### src/rtl/alu_cmd_sequencer.sv
// alu_cmd_sequencer: command front-end for the accumulator/ALU datapath.
// Commands are queued in a small FIFO. Each one is issued to the datapath as a
// single load pulse. After a settle window the accumulator, carry and zero flags
// are captured and returned on a valid/ready response port. A command with an
// illegal select code is answered with an error response and never reaches the
// datapath.
module alu_cmd_sequencer #(
    parameter int WIDTH  = 8,
    parameter int SEL_W  = 4,
    parameter int DEPTH  = 4,
    parameter int SETTLE = 1
) (
    input  logic                     clk,
    input  logic                     clb,
    input  logic                     cmd_valid,
    output logic                     cmd_ready,
    input  logic [WIDTH-1:0]         cmd_a,
    input  logic [WIDTH-1:0]         cmd_b,
    input  logic [SEL_W-1:0]         cmd_sel,
    output logic                     rsp_valid,
    input  logic                     rsp_ready,
    output logic [WIDTH-1:0]         rsp_data,
    output logic                     rsp_carry,
    output logic                     rsp_z,
    output logic                     rsp_err,
    output logic [WIDTH-1:0]         dp_a,
    output logic [WIDTH-1:0]         dp_b,
    output logic [SEL_W-1:0]         dp_sel,
    output logic                     dp_load,
    input  logic [WIDTH-1:0]         dp_acc,
    input  logic                     dp_carry,
    input  logic                     dp_z,
    output logic                     busy,
    output logic [$clog2(DEPTH):0]   fifo_count
);

    // DEPTH is a power of two (at least 2), so the pointers wrap on their own.
    localparam int AW    = $clog2(DEPTH);
    localparam int CNT_W = AW + 1;
    localparam int WC_W  = (SETTLE > 1) ? $clog2(SETTLE) : 1;

    localparam logic [CNT_W-1:0] FULL_CNT  = CNT_W'(DEPTH);
    localparam logic [WC_W-1:0]  WAIT_LAST = WC_W'(SETTLE - 1);

    localparam logic [1:0] S_IDLE  = 2'd0;
    localparam logic [1:0] S_ISSUE = 2'd1;
    localparam logic [1:0] S_WAIT  = 2'd2;
    localparam logic [1:0] S_RESP  = 2'd3;

    localparam logic [SEL_W-1:0] SEL_ADD = SEL_W'(4'b0001);
    localparam logic [SEL_W-1:0] SEL_SUB = SEL_W'(4'b0010);
    localparam logic [SEL_W-1:0] SEL_NOR = SEL_W'(4'b0011);
    localparam logic [SEL_W-1:0] SEL_EQ  = SEL_W'(4'b0110);
    localparam logic [SEL_W-1:0] SEL_LT  = SEL_W'(4'b1000);
    localparam logic [SEL_W-1:0] SEL_SHL = SEL_W'(4'b1011);
    localparam logic [SEL_W-1:0] SEL_SHR = SEL_W'(4'b1100);

    logic [1:0]       state;
    logic [WC_W-1:0]  wait_cnt;
    logic             run;

    logic [WIDTH-1:0] mem_a   [DEPTH];
    logic [WIDTH-1:0] mem_b   [DEPTH];
    logic [SEL_W-1:0] mem_sel [DEPTH];
    logic [AW-1:0]    wr_ptr;
    logic [AW-1:0]    rd_ptr;
    logic [CNT_W-1:0] count;

    logic             push;
    logic             pop;
    logic [WIDTH-1:0] head_a;
    logic [WIDTH-1:0] head_b;
    logic [SEL_W-1:0] head_sel;
    logic             head_legal;

    // Only the codes the datapath implements are forwarded to it.
    function automatic logic sel_legal(input logic [SEL_W-1:0] s);
        logic ok;
        case (s)
            SEL_ADD, SEL_SUB, SEL_NOR, SEL_EQ,
            SEL_LT, SEL_SHL, SEL_SHR: ok = 1'b1;
            default:                  ok = 1'b0;
        endcase
        return ok;
    endfunction

    // Keep cmd_ready low while in reset and until the first edge after release.
    always_ff @(posedge clk or negedge clb) begin
        if (!clb) begin
            run <= 1'b0;
        end else begin
            run <= 1'b1;
        end
    end

    assign cmd_ready  = run && (count < FULL_CNT);
    assign push       = cmd_valid && cmd_ready;
    assign pop        = (state == S_IDLE) && (count != '0);

    assign head_a     = mem_a[rd_ptr];
    assign head_b     = mem_b[rd_ptr];
    assign head_sel   = mem_sel[rd_ptr];
    assign head_legal = sel_legal(head_sel);

    // Queue payload storage; contents are only meaningful below the count.
    always_ff @(posedge clk) begin
        if (push) begin
            mem_a[wr_ptr]   <= cmd_a;
            mem_b[wr_ptr]   <= cmd_b;
            mem_sel[wr_ptr] <= cmd_sel;
        end
    end

    // Queue pointers and occupancy; simultaneous push and pop leave count as is.
    always_ff @(posedge clk or negedge clb) begin
        if (!clb) begin
            wr_ptr <= '0;
            rd_ptr <= '0;
            count  <= '0;
        end else begin
            if (push) begin
                wr_ptr <= wr_ptr + AW'(1);
            end
            if (pop) begin
                rd_ptr <= rd_ptr + AW'(1);
            end
            case ({push, pop})
                2'b10:   count <= count + CNT_W'(1);
                2'b01:   count <= count - CNT_W'(1);
                default: count <= count;
            endcase
        end
    end

    // Command sequencing: pop, issue one load pulse, settle, capture, respond.
    always_ff @(posedge clk or negedge clb) begin
        if (!clb) begin
            state     <= S_IDLE;
            wait_cnt  <= '0;
            dp_a      <= '0;
            dp_b      <= '0;
            dp_sel    <= '0;
            rsp_data  <= '0;
            rsp_carry <= 1'b0;
            rsp_z     <= 1'b0;
            rsp_err   <= 1'b0;
        end else begin
            case (state)
                S_IDLE: begin
                    if (pop) begin
                        if (head_legal) begin
                            dp_a   <= head_a;
                            dp_b   <= head_b;
                            dp_sel <= head_sel;
                            state  <= S_ISSUE;
                        end else begin
                            // Illegal code: answer directly, datapath untouched.
                            rsp_data  <= '0;
                            rsp_carry <= 1'b0;
                            rsp_z     <= 1'b0;
                            rsp_err   <= 1'b1;
                            state     <= S_RESP;
                        end
                    end
                end
                S_ISSUE: begin
                    wait_cnt <= '0;
                    state    <= S_WAIT;
                end
                S_WAIT: begin
                    if (wait_cnt == WAIT_LAST) begin
                        rsp_data  <= dp_acc;
                        rsp_carry <= dp_carry;
                        rsp_z     <= dp_z;
                        rsp_err   <= 1'b0;
                        state     <= S_RESP;
                    end else begin
                        wait_cnt <= wait_cnt + WC_W'(1);
                    end
                end
                S_RESP: begin
                    if (rsp_ready) begin
                        state <= S_IDLE;
                    end
                end
                default: begin
                    state <= S_IDLE;
                end
            endcase
        end
    end

    assign dp_load    = (state == S_ISSUE);
    assign rsp_valid  = (state == S_RESP);
    assign busy       = (state != S_IDLE) || (count != '0);
    assign fifo_count = count;

endmodule

### config.mk
export PLATFORM = sky130hd
export DESIGN_NAME = alu_cmd_sequencer
export DESIGN_NICKNAME = d
export VERILOG_FILES = /design/src/rtl/alu_cmd_sequencer.sv
export SDC_FILE = /design/constraint.sdc
export NUM_CORES = 1
export LEC_CHECK = 0
export BUFFER_PORTS_ARGS = -buffer_cell sky130_fd_sc_hd__buf_4
export CORE_UTILIZATION = 30
export DETAILED_ROUTE_END_ITERATION = 12
export GPL_TIMING_DRIVEN = 1
export HOLD_SLACK_MARGIN = 0.12
export PLACE_DENSITY = 0.49
export SLEW_MARGIN = 10
export SYNTH_ARGS = -nofsm -noshare
export SYNTH_HDL_FRONTEND = slang
export SYNTH_SLANG_ARGS = --single-unit
### constraint.sdc
create_clock -name clk -period 3.9 [get_ports clk]
set_clock_uncertainty 0.05 [all_clocks]
set_input_delay 0.195 -clock clk [delete_from_list [all_inputs] [get_ports clk]]
set_output_delay 0.195 -clock clk [all_outputs]
set_load 0.03 [all_outputs]
==> flow_summary.toml <==
[status]
outcome = "completed"

[layout]
stdcell_count = 587
antenna_cells = 0
drive_gt1_share_pct = 39.6
final_core_util_pct = 42.0
synthToLayoutAreaGrowth_pct = 35.6
layout.nets = 408

[logic_synthesis]
yosys_warnings = 0
ys_seq_area_share_pct = 72.4
synth_fp_nets = 287
ys_top_cells_by_area = "edfxtp_1 51%, dfrtp_1 22%, mux4_2 9.5%"
synth_edf_count = 80
synth_top_cell_by_area = "edfxtp_1"
synth_commonest_cells = "80 x edfxtp_1, 41 x dfrtp_1, 20 x mux4_2"
synthCells = 242
yosysUniqueCellTypes = 35
syn_area_mm2 = 0.00474
synth_ff_type = "edfxtp_1"
avgSynthCellArea_um2 = 19.6
synth_top_area_share_pct = 50.7
async_flop_share_pct = 33.9
synth-seq-cells = 121
yosysMostFrequentCell = "edfxtp_1"

[floorplanning]
start_util_pct = 30.9
rows = 45
die_x_um = 128
dieArea_mm2 = 0.0163
ios = 72
core_area_mm2 = 0.0153
die_h_um = 128

[setup_path]
worst-path-stages = 5
crit_start = "rd_ptr[0]"
crit_arrival_ns = 3.08
worstPathRequired_ns = 4.14
rr_worst_depth = 5
regToRegStartpoint = "rd_ptr[0]"
cp_cell_sequence = "mux4_2, xnor2_1, nor2_1, o21ai_4, mux2_2"
cp_slowest_stage_delay_ns = 0.69
worst-setup-path-type = "flip-flop to flip-flop"
crit_path_start_kind = "flip-flop"
critPathTopFamily = "multiplexers"
reg2reg_to = "dp_b[0]"
end_kind = "flip-flop"
r2r_slack_ns = 1.06
critical_path_buf_inv_count = 0
crit_slowest_cell = "o21ai_4"
path_max_fanout = 19
crit_end = "dp_b[0]"

[drt]
vias = 2533
vias_per_cell = 4.32
drt-initial-drc-count = 161
drtAntennaViolNets = 0
drc = 0
drt-pass1-iter-count = 4
routed_wl_mm = 9.14
wl_per_cell_um = 15.6

[worst_hold_path]
min_path_type = "primary input to flip-flop"

[cts]
cts_resized = 0
root_buffer = "clkbuf_16"
cts_tree = "done"
cts_buffer_depth = 2
clock-sinks = 121
ctsHtreeMaxLevel = 4
cts.clk_slew.worst_paths_ns = 0.05
post_cts_buffers = 0
cts_buffers = 17
worstSkewPairLatency_ns = 0.41

[sta]
rsz0062_at_grt = "false"
worst_pin_slew_ns = 0.857
fin_ws_ns = 1.06
slew_headroom_pct = 42.6
timing.final.crit_share_pct = 72.7
fin_setup_tns_ns = 0
fin_crit_ns = 2.84
finalSetupViolCount = 0
hold_viol_final = 0
max_freq_mhz = 353
drv_slew = 0

[power]
p_comb_share_pct = 35.9
peakVddDrop_mv = 0.350
total_power_uw = 5250
p_seq_share_pct = 35.3
internal-power_uw = 3540
power.switching_uw = 1710
powerDensity_mw_per_mm2 = 817
switching_share_pct = 32.6
power.share.clock_pct = 28.8
p_leak_uw = 0.00257

[global_routing]
globalRouteOverflowTotal = 0
antenna_found_initial = 0
grt_max_degree = 42
grt_usage_pct = 12.2
grt_pass1_wl_mm = 14.2
grt_pass1_vias = 2571

[placed_design]
place_worst_setup_slack_ns = 1.00
post-dp-hpwl_mm = 5.59
dp_cells = 524
routabilityCongestion = 0.735
port_buffers = 71

[run]
drv_cap = 0
[per-stage QoR]
stage,instance area (um2),hold WS (ns)
6_report,6430,0.171
5_1_grt,6430,0.203
4_1_cts,6430,0.161
3_5_place_dp,5550,0.195
3_3_place_gp,5550,0.182
2_1_floorplan,4740,-0.151
[kinds of logic (layout without fill, tap and decap cells)]
| group | after synthesis | count (layout) | share of synthesized area (%) |
|---|---|---|---|
| xor+xnor | 7 | 7 | 1.29 |
| fa+ha+maj | 11 | 11 | 3.06 |
| flops | 121 | 121 | 72.4 |
| other cells | 1 | 1 | 0.0791 |
| mux | 40 | 40 | 15.0 |
| buf+inv | 20 | 154 | 1.95 |
| simple gates | 21 | 21 | 2.59 |
| compound gates | 21 | 21 | 3.64 |
[cell usage in the layout (no fill, tap or decap), types with 2 or more instances in the layout]
cell and n:
edfxtp_1 80, buf_4 78, dfrtp_1 40, dlygate4sd3_1 31, mux4_2 20, clkbuf_16 17, inv_1 13, mux2_4 10
a22o_1 10, ha_1 10, mux2_2 9, clkinv_2 8, nand2_1 6, xnor2_1 5, and3_1 4, nor3_1 3
o21ai_0 3, clkbuf_1 3, bufinv_16 3, nor2_1 2, a21oi_1 2, xor2_1 2
[worst reg2reg max path, cell delays in order (launching register included)]
cell and delay, ns:
dfrtp_2 0.59, mux4_2 0.61, xnor2_1 0.22, nor2_1 0.15, o21ai_4 0.69, mux2_2 0.42
[flip-flops by register name, indices dropped and copies added (netlist names), 2 cells and up]
| register | cells |
|---|---|
| dp_b | 8 |
| mem_b | 32 |
| mem_a | 32 |
| dp_a | 8 |
| dp_sel | 4 |
| mem_sel | 16 |
| rd_ptr | 2 |
| fifo_count | 3 |
| state | 2 |
| rsp_data | 8 |
| wr_ptr | 2 |
[cell type report]
| type | instances | area (um2) |
|---|---|---|
| multi-input combinational | 101 | 1220 |
| sequential | 121 | 3430 |
| clock buffer | 20 | 437 |
| clock inverter | 12 | 134 |
| timing repair buffer | 109 | 896 |
| tap | 211 | 264 |
| inverter | 13 | 48.8 |
| fill | 1426 | 8890 |
[power groups by stage]
stage               Combinational, uW  Sequential [uW]  Clock (uW)
finish                           1880             1860        1510
global route                     2040             1900        1600
CTS                              1920             1870        1550
detailed placement               1890             1890           0
global placement                 1870             1880           0
floorplan                        1060             2130           0
[worst min-delay path by stage]
stage / start / endpoint / slack, ns / depth (start not counted)
floorplan: clb / dp_a[0] / -0.15 / 0
global placement: clb / state[0] / 0.18 / 1
detailed placement: clb / dp_a[1] / 0.19 / 1
CTS: cmd_valid / wr_ptr[0] / 0.16 / 3
global route: cmd_valid / wr_ptr[0] / 0.20 / 3
finish: cmd_valid / wr_ptr[0] / 0.17 / 3
[routing by layer]
metal / routed length [um] / part of all wire, % / vias up / global-route usage (%)
met5: 0 / 0 / - / 0
met4: 170 / 1.9 / 0 / 5.47
met3: 447 / 4.9 / 17 / 4.38
met2: 4410 / 48 / 74 / 19.5
met1: 4120 / 45 / 1264 / 14.8
li1: - / - / 1178 / -
[timing repair]
action                     in CTS  in global routing
hold endpoints to repair      131                  0
hold buffers                   31                  0
setup endpoints to repair       0                  0
Note: power is estimated with default switching activity, not from simulation.
